### src/rtl/sseg_scanner.sv
// sseg_scanner: multiplexed seven-segment driver with frame-aligned double-buffered load.
// Optional per-digit blinking is built only when SSEG_BLINK_EN is defined.
`default_nettype none

module sseg_scanner #(
    parameter int NUM_DIGITS   = 4,
    parameter int DWELL_CYCLES = 1024,
    parameter int BLINK_FRAMES = 64
) (
    input  logic                    clk_out,
    input  logic                    reset,
    input  logic [4*NUM_DIGITS-1:0] value,
    input  logic [NUM_DIGITS-1:0]   dp,
    input  logic                    load,
    input  logic                    blank_lz,
    input  logic [NUM_DIGITS-1:0]   blink,
    output logic                    load_ack,
    output logic                    frame_done,
    output logic [7:0]              sseg,
    output logic [NUM_DIGITS-1:0]   AN
);

    localparam int CNT_W = $clog2(DWELL_CYCLES);
    localparam int IDX_W = $clog2(NUM_DIGITS);
    localparam logic [CNT_W-1:0] CNT_LAST = CNT_W'(DWELL_CYCLES - 1);
    localparam logic [IDX_W-1:0] IDX_LAST = IDX_W'(NUM_DIGITS - 1);

    logic [CNT_W-1:0]        cnt_q, cnt_d;
    logic [IDX_W-1:0]        idx_q, idx_d;
    logic [4*NUM_DIGITS-1:0] shadow_q, shadow_d, disp_q, disp_d;
    logic [NUM_DIGITS-1:0]   sdp_q, sdp_d, ddp_q, ddp_d;
    logic                    pending_q, pending_d;
    logic                    load_ack_q, load_ack_d;
    logic                    frame_done_q, frame_done_d;
    logic [7:0]              sseg_q, sseg_d;
    logic [NUM_DIGITS-1:0]   an_q, an_d;

    logic                    boundary;
    logic                    idx_valid;
    logic                    blink_hide;
    logic [NUM_DIGITS-1:0]   lz_mask;

    // Active-low glyphs, bit order G,F,E,D,C,B,A,p with p left off (1).
    function automatic logic [7:0] hex_glyph(input logic [3:0] nib);
        logic [7:0] g;
        case (nib)
            4'h0: g = 8'h81;
            4'h1: g = 8'hF3;
            4'h2: g = 8'h49;
            4'h3: g = 8'h61;
            4'h4: g = 8'h33;
            4'h5: g = 8'h25;
            4'h6: g = 8'h05;
            4'h7: g = 8'hF1;
            4'h8: g = 8'h01;
            4'h9: g = 8'h21;
            4'hA: g = 8'h11;
            4'hB: g = 8'h07;
            4'hC: g = 8'h8D;
            4'hD: g = 8'h43;
            4'hE: g = 8'h0D;
            default: g = 8'h1D;
        endcase
        return g;
    endfunction

    assign idx_valid = (32'(idx_q) < NUM_DIGITS);
    assign boundary  = (cnt_q == CNT_LAST) && (idx_q == IDX_LAST);

    // Digit k is a leading zero when it and every nibble above it are zero.
    always_comb begin
        logic upper_zero;
        upper_zero = 1'b1;
        lz_mask    = '0;
        for (int k = NUM_DIGITS - 1; k >= 0; k--) begin
            upper_zero = upper_zero && (disp_q[4*k +: 4] == 4'h0);
            lz_mask[k] = blank_lz && upper_zero && (k != 0);
        end
    end

`ifdef SSEG_BLINK_EN
    localparam int FC_W = (BLINK_FRAMES > 1) ? $clog2(BLINK_FRAMES) : 1;
    localparam logic [FC_W-1:0] FC_LAST = FC_W'(BLINK_FRAMES - 1);

    logic [FC_W-1:0] fcnt_q, fcnt_d;
    logic            phase_q, phase_d;

    always_comb begin
        fcnt_d  = fcnt_q;
        phase_d = phase_q;
        if (boundary) begin
            if (fcnt_q == FC_LAST) begin
                fcnt_d  = '0;
                phase_d = ~phase_q;
            end else begin
                fcnt_d = fcnt_q + 1'b1;
            end
        end
    end

    always_ff @(posedge clk_out) begin
        if (reset) begin
            fcnt_q  <= '0;
            phase_q <= 1'b0;
        end else begin
            fcnt_q  <= fcnt_d;
            phase_q <= phase_d;
        end
    end

    assign blink_hide = phase_q && idx_valid && blink[idx_q];
`else
    logic blink_unused;
    assign blink_unused = ^blink;
    assign blink_hide   = 1'b0;
`endif

    always_comb begin
        cnt_d        = cnt_q + 1'b1;
        idx_d        = idx_q;
        shadow_d     = shadow_q;
        sdp_d        = sdp_q;
        disp_d       = disp_q;
        ddp_d        = ddp_q;
        pending_d    = pending_q;
        load_ack_d   = 1'b0;
        frame_done_d = boundary;
        an_d         = '1;
        sseg_d       = 8'hFF;

        if (cnt_q == CNT_LAST) begin
            cnt_d = '0;
            idx_d = (idx_q == IDX_LAST) ? '0 : idx_q + 1'b1;
        end
        if (!idx_valid) begin
            idx_d = '0;
        end

        // A load on the boundary edge bypasses the shadow and lands directly.
        if (boundary) begin
            if (load) begin
                disp_d     = value;
                ddp_d      = dp;
                load_ack_d = 1'b1;
            end else if (pending_q) begin
                disp_d     = shadow_q;
                ddp_d      = sdp_q;
                load_ack_d = 1'b1;
            end
            pending_d = 1'b0;
        end else if (load) begin
            shadow_d  = value;
            sdp_d     = dp;
            pending_d = 1'b1;
        end

        if (idx_valid && (cnt_q != '0)) begin
            an_d[idx_q] = 1'b0;
            sseg_d      = lz_mask[idx_q] ? 8'hFF : hex_glyph(disp_q[4*idx_q +: 4]);
            if (ddp_q[idx_q]) begin
                sseg_d[0] = 1'b0;
            end
            if (blink_hide) begin
                sseg_d = 8'hFF;
            end
        end
    end

    always_ff @(posedge clk_out) begin
        if (reset) begin
            cnt_q        <= '0;
            idx_q        <= '0;
            shadow_q     <= '0;
            sdp_q        <= '0;
            disp_q       <= '0;
            ddp_q        <= '0;
            pending_q    <= 1'b0;
            load_ack_q   <= 1'b0;
            frame_done_q <= 1'b0;
            sseg_q       <= 8'hFF;
            an_q         <= '1;
        end else begin
            cnt_q        <= cnt_d;
            idx_q        <= idx_d;
            shadow_q     <= shadow_d;
            sdp_q        <= sdp_d;
            disp_q       <= disp_d;
            ddp_q        <= ddp_d;
            pending_q    <= pending_d;
            load_ack_q   <= load_ack_d;
            frame_done_q <= frame_done_d;
            sseg_q       <= sseg_d;
            an_q         <= an_d;
        end
    end

    assign load_ack   = load_ack_q;
    assign frame_done = frame_done_q;
    assign sseg       = sseg_q;
    assign AN         = an_q;

endmodule

`default_nettype wire

### config.mk
export PLATFORM = sky130hd
export DESIGN_NAME = sseg_scanner
export DESIGN_NICKNAME = d
export VERILOG_FILES = /design/src/rtl/sseg_scanner.sv
export SDC_FILE = /design/constraint.sdc
export NUM_CORES = 1
export LEC_CHECK = 0
export CELL_PAD_IN_SITES_DETAIL_PLACEMENT = 0
export CELL_PAD_IN_SITES_GLOBAL_PLACEMENT = 1
export CORE_MARGIN = 4
export CORE_UTILIZATION = 30
export CTS_CLUSTER_DIAMETER = 120
export DETAILED_ROUTE_END_ITERATION = 6
export MAX_ROUTING_LAYER = met4
export PLACE_DENSITY_LB_ADDON = 0.08
export SLEW_MARGIN = 5
export SYNTH_ARGS = -nofsm -noshare
export SYNTH_HDL_FRONTEND = slang
export SYNTH_SLANG_ARGS = --single-unit
### constraint.sdc
create_clock -name clk_out -period 3.6 [get_ports clk_out]
set_input_delay 0.72 -clock clk_out [delete_from_list [all_inputs] [get_ports clk_out]]
set_output_delay 0.72 -clock clk_out [all_outputs]
set_load 0.02 [all_outputs]
==> results.toml <==
[status]
status = "complete, no violations"

[setup_path]
end_kind = "register"
required_ns = 3.88
regToRegSetupSlack_ns = 1.23
critPathSlowestCell = "o31ai_4"
crit_fanout = 20
crit_chain = "ha_1, nand3_1, o31ai_4, nand2_1, a21oi_1"
start_kind = "register"
crit_type = "reg2reg"
worstPathArrival_ns = 2.65
max_stage_delay_ns = 0.82

[cts]
numCtsBuffers = 9
cts.sinks = 67
cts_setup_buffers = 0
htree_levels = 3
path_clk_slew_ns = 0.08
cts_tree = "built"
clock-root-buffer = "clkbuf_8"
clockBufferDepth = 2
clk_latency_ns = 0.34
cts_hold_buf = 0
ctsResizeCount = 0

[synth]
yosys-top-cells-area = "dfxtp_1 44%, nand2_1 11%, mux2_2 7.7%"
synthesis.area_mm2 = 0.003059
syn_nets = 386
synth_edf_count = 0
syn_area_per_cell_um2 = 8.842
yosys_most_used_dff = "dfxtp_1"
yosysTopAreaCell = "dfxtp_1"
synthArstFlopShare_pct = 0
ys_seq_elements = 67
synth_commonest_cells = "92 x nand2_1, 67 x dfxtp_1, 42 x a21oi_1, 21 x mux2_2, 16 x nor2_1"
synth_top_cell_area_share_pct = 43.84
synth_cell_types = 41
seq_area_frac_synth_pct = 43.84
synth_warnings = 0
synthCells = 346
synth.most_common_cell = "nand2_1"

[timing]
drv_slew = 0
hold_viol = 0
fmax_mhz = 421.4
relSlewSlack_pct = 37.33
min_period_ns = 2.373
tightest_slew_ns = 0.9400
post-route-period-util_pct = 65.92
skew_ns = 0.009527
finalSetupTns_ns = 0
hold_slack_ns = 0.4507
setup_viol = 0
rsz0062_at_grt = "no"

[die]
pin_count = 42
num_rows = 36
die_w_um = 109.0
core_area_mm2 = 0.009864
die_area_mm2 = 0.01188
start_util_pct = 31.01
die_y_um = 109.0

[finish]
instances_no_fill = 518
nets = 420
final_util_pct = 38.10
fillers = 1022
diodes = 0
area_growth_syn_to_layout_pct = 22.86
drive_gt1_share_pct = 14.29

[grt]
grtUsageTotal_pct = 13.69
grt_pass1_vias = 2479
grt.overflow.total = 0
grt_start_max_net_pins = 49
antenna_found_initial = 0
grt_pass1_wl_um = 12300

[power_and_ir_drop]
seqPwrFrac_pct = 50.6
p_int_w = 0.001153
clockPowerShare_pct = 40.4
power_leakage_nw = 1.323
p_comb_share_pct = 9.0
switchingPower_w = 0.0003799
p_sw_share_pct = 24.79
p_per_area_mw_per_mm2 = 407.7
report.power.total_w = 0.001533
ir_worst_vdd_mv = 0.1685

[placed_design]
place_inst = 502
place_congestion = 0.7852
hpwl_um = 4723
port_buffers = 37

[detailed_routing]
drtIter0Drc = 84
drc_errors = 0
viasPerCell = 4.593
wl_per_cell_um = 13.66
dr.pass1.iters = 4
dr_total_vias = 2379
routed_wirelength_um = 7076
ant_nets = 0

[hold_path]
hold_path_class = "reg2reg"

[job]
maxCapViolCount = 0
state kept, by name (all words and copies together), names as in the netlist:
register	flops
cnt_q	10
idx_q	2
sseg	8
load_ack	1
ddp_q	4
shadow_q	16
AN	4
pending_q	1
sdp_q	4
frame_done	1
disp_q	16
metrics by stage:
stage / area (µm²) / setup slack (ns)
final: 3759 / 1.227
after global routing: 3759 / 0.8829
after global placement: 3566 / 1.006
after detailed placement: 3566 / 0.9924
after floorplan: 3059 / 1.766
after CTS: 3759 / 1.161
worst paths after layout:
kind / start / end / depth (start not counted)
max: idx_q[1] / sdp_q[3] / 5
min: ddp_q[2] / ddp_q[2] / 2
max reg2reg: idx_q[1] / sdp_q[3] / 5
min reg2reg: ddp_q[2] / ddp_q[2] / 2
cell type report:
| cell class | count | area (µm²) | share of cell area (%) |
|---|---|---|---|
| Tap cell | 133 | 166.4 | 4.427 |
| Clock inverter | 7 | 68.82 | 1.831 |
| Inverter | 12 | 45.04 | 1.198 |
| Clock buffer | 9 | 123.9 | 3.296 |
| Multi-Input combinational cell | 247 | 1598 | 42.51 |
| Timing Repair Buffer | 43 | 415.4 | 11.05 |
| Sequential cell | 67 | 1341 | 35.69 |
layer usage:
metal | GRT usage [%] | wire [µm] | part of all wire, % | vias up
met5 | - | 0 | 0 | -
met3 | 3.079 | 255 | 3.6 | 13
met2 | 20.53 | 3007 | 42 | 32
li1 | - | - | - | 1244
met4 | 4.599 | 112 | 1.6 | 0
met1 | 18.24 | 3700 | 52 | 1090
logic make-up (layout without fill, tap and decap cells):
group / after synthesis / in the layout / synth area share (%)
AND/OR/NAND/NOR: 133 / 133 / 19.14
flip-flops: 67 / 67 / 43.84
AO/OA/AOI/OAI: 61 / 61 / 11.57
multiplexers: 32 / 32 / 13.37
buffers and inverters: 32 / 71 / 4.581
adder cells (fa/ha/maj): 12 / 12 / 4.908
XOR/XNOR: 9 / 9 / 2.577
layout by cell type (no fill, tap or decap), drive strengths merged, types with 2 or more instances in the layout:
cell / synthesis / layout
buf: 11 / 6
a21oi: 42 / 42
o21ai: 2 / 2
clkbuf: 9 / 9
clkinvlp: 0 / 2
o31a: 2 / 2
mux4: 5 / 5
inv: 12 / 12
clkinv: 0 / 4
o211ai: 2 / 2
dfxtp: 67 / 67
xnor2: 3 / 3
nand2b: 3 / 3
nor4: 5 / 5
nor3: 5 / 5
a211oi: 2 / 2
mux2: 21 / 21
nand2: 92 / 92
clkdlybuf4s50: 0 / 37
nand4: 2 / 2
xor2: 6 / 6
nor2: 16 / 16
o221ai: 3 / 3
nand3: 3 / 3
ha: 12 / 12
o21a: 2 / 2
o31ai: 2 / 2
mux2i: 6 / 6
power by group through the flow:
stage / clock (W) / sequential [W] / combinational [W]
after floorplan: 0 / 0.000802 / 0.0000653
after global placement: 0 / 0.000792 / 0.000140
after detailed placement: 0 / 0.000793 / 0.000141
after CTS: 0.000647 / 0.000776 / 0.000141
after global routing: 0.000676 / 0.000779 / 0.000154
final: 0.000619 / 0.000776 / 0.000138
worst max-delay path, delay by kind of cell (launching register included):
kind | cells | cell delay [ns]
DFF | 1 | 0.62
AOI/OAI and AO/OA | 2 | 0.99
adders and majority gates | 1 | 0.33
and+or+nand+nor | 2 | 0.36
Note: power is estimated with default switching activity, not from simulation.
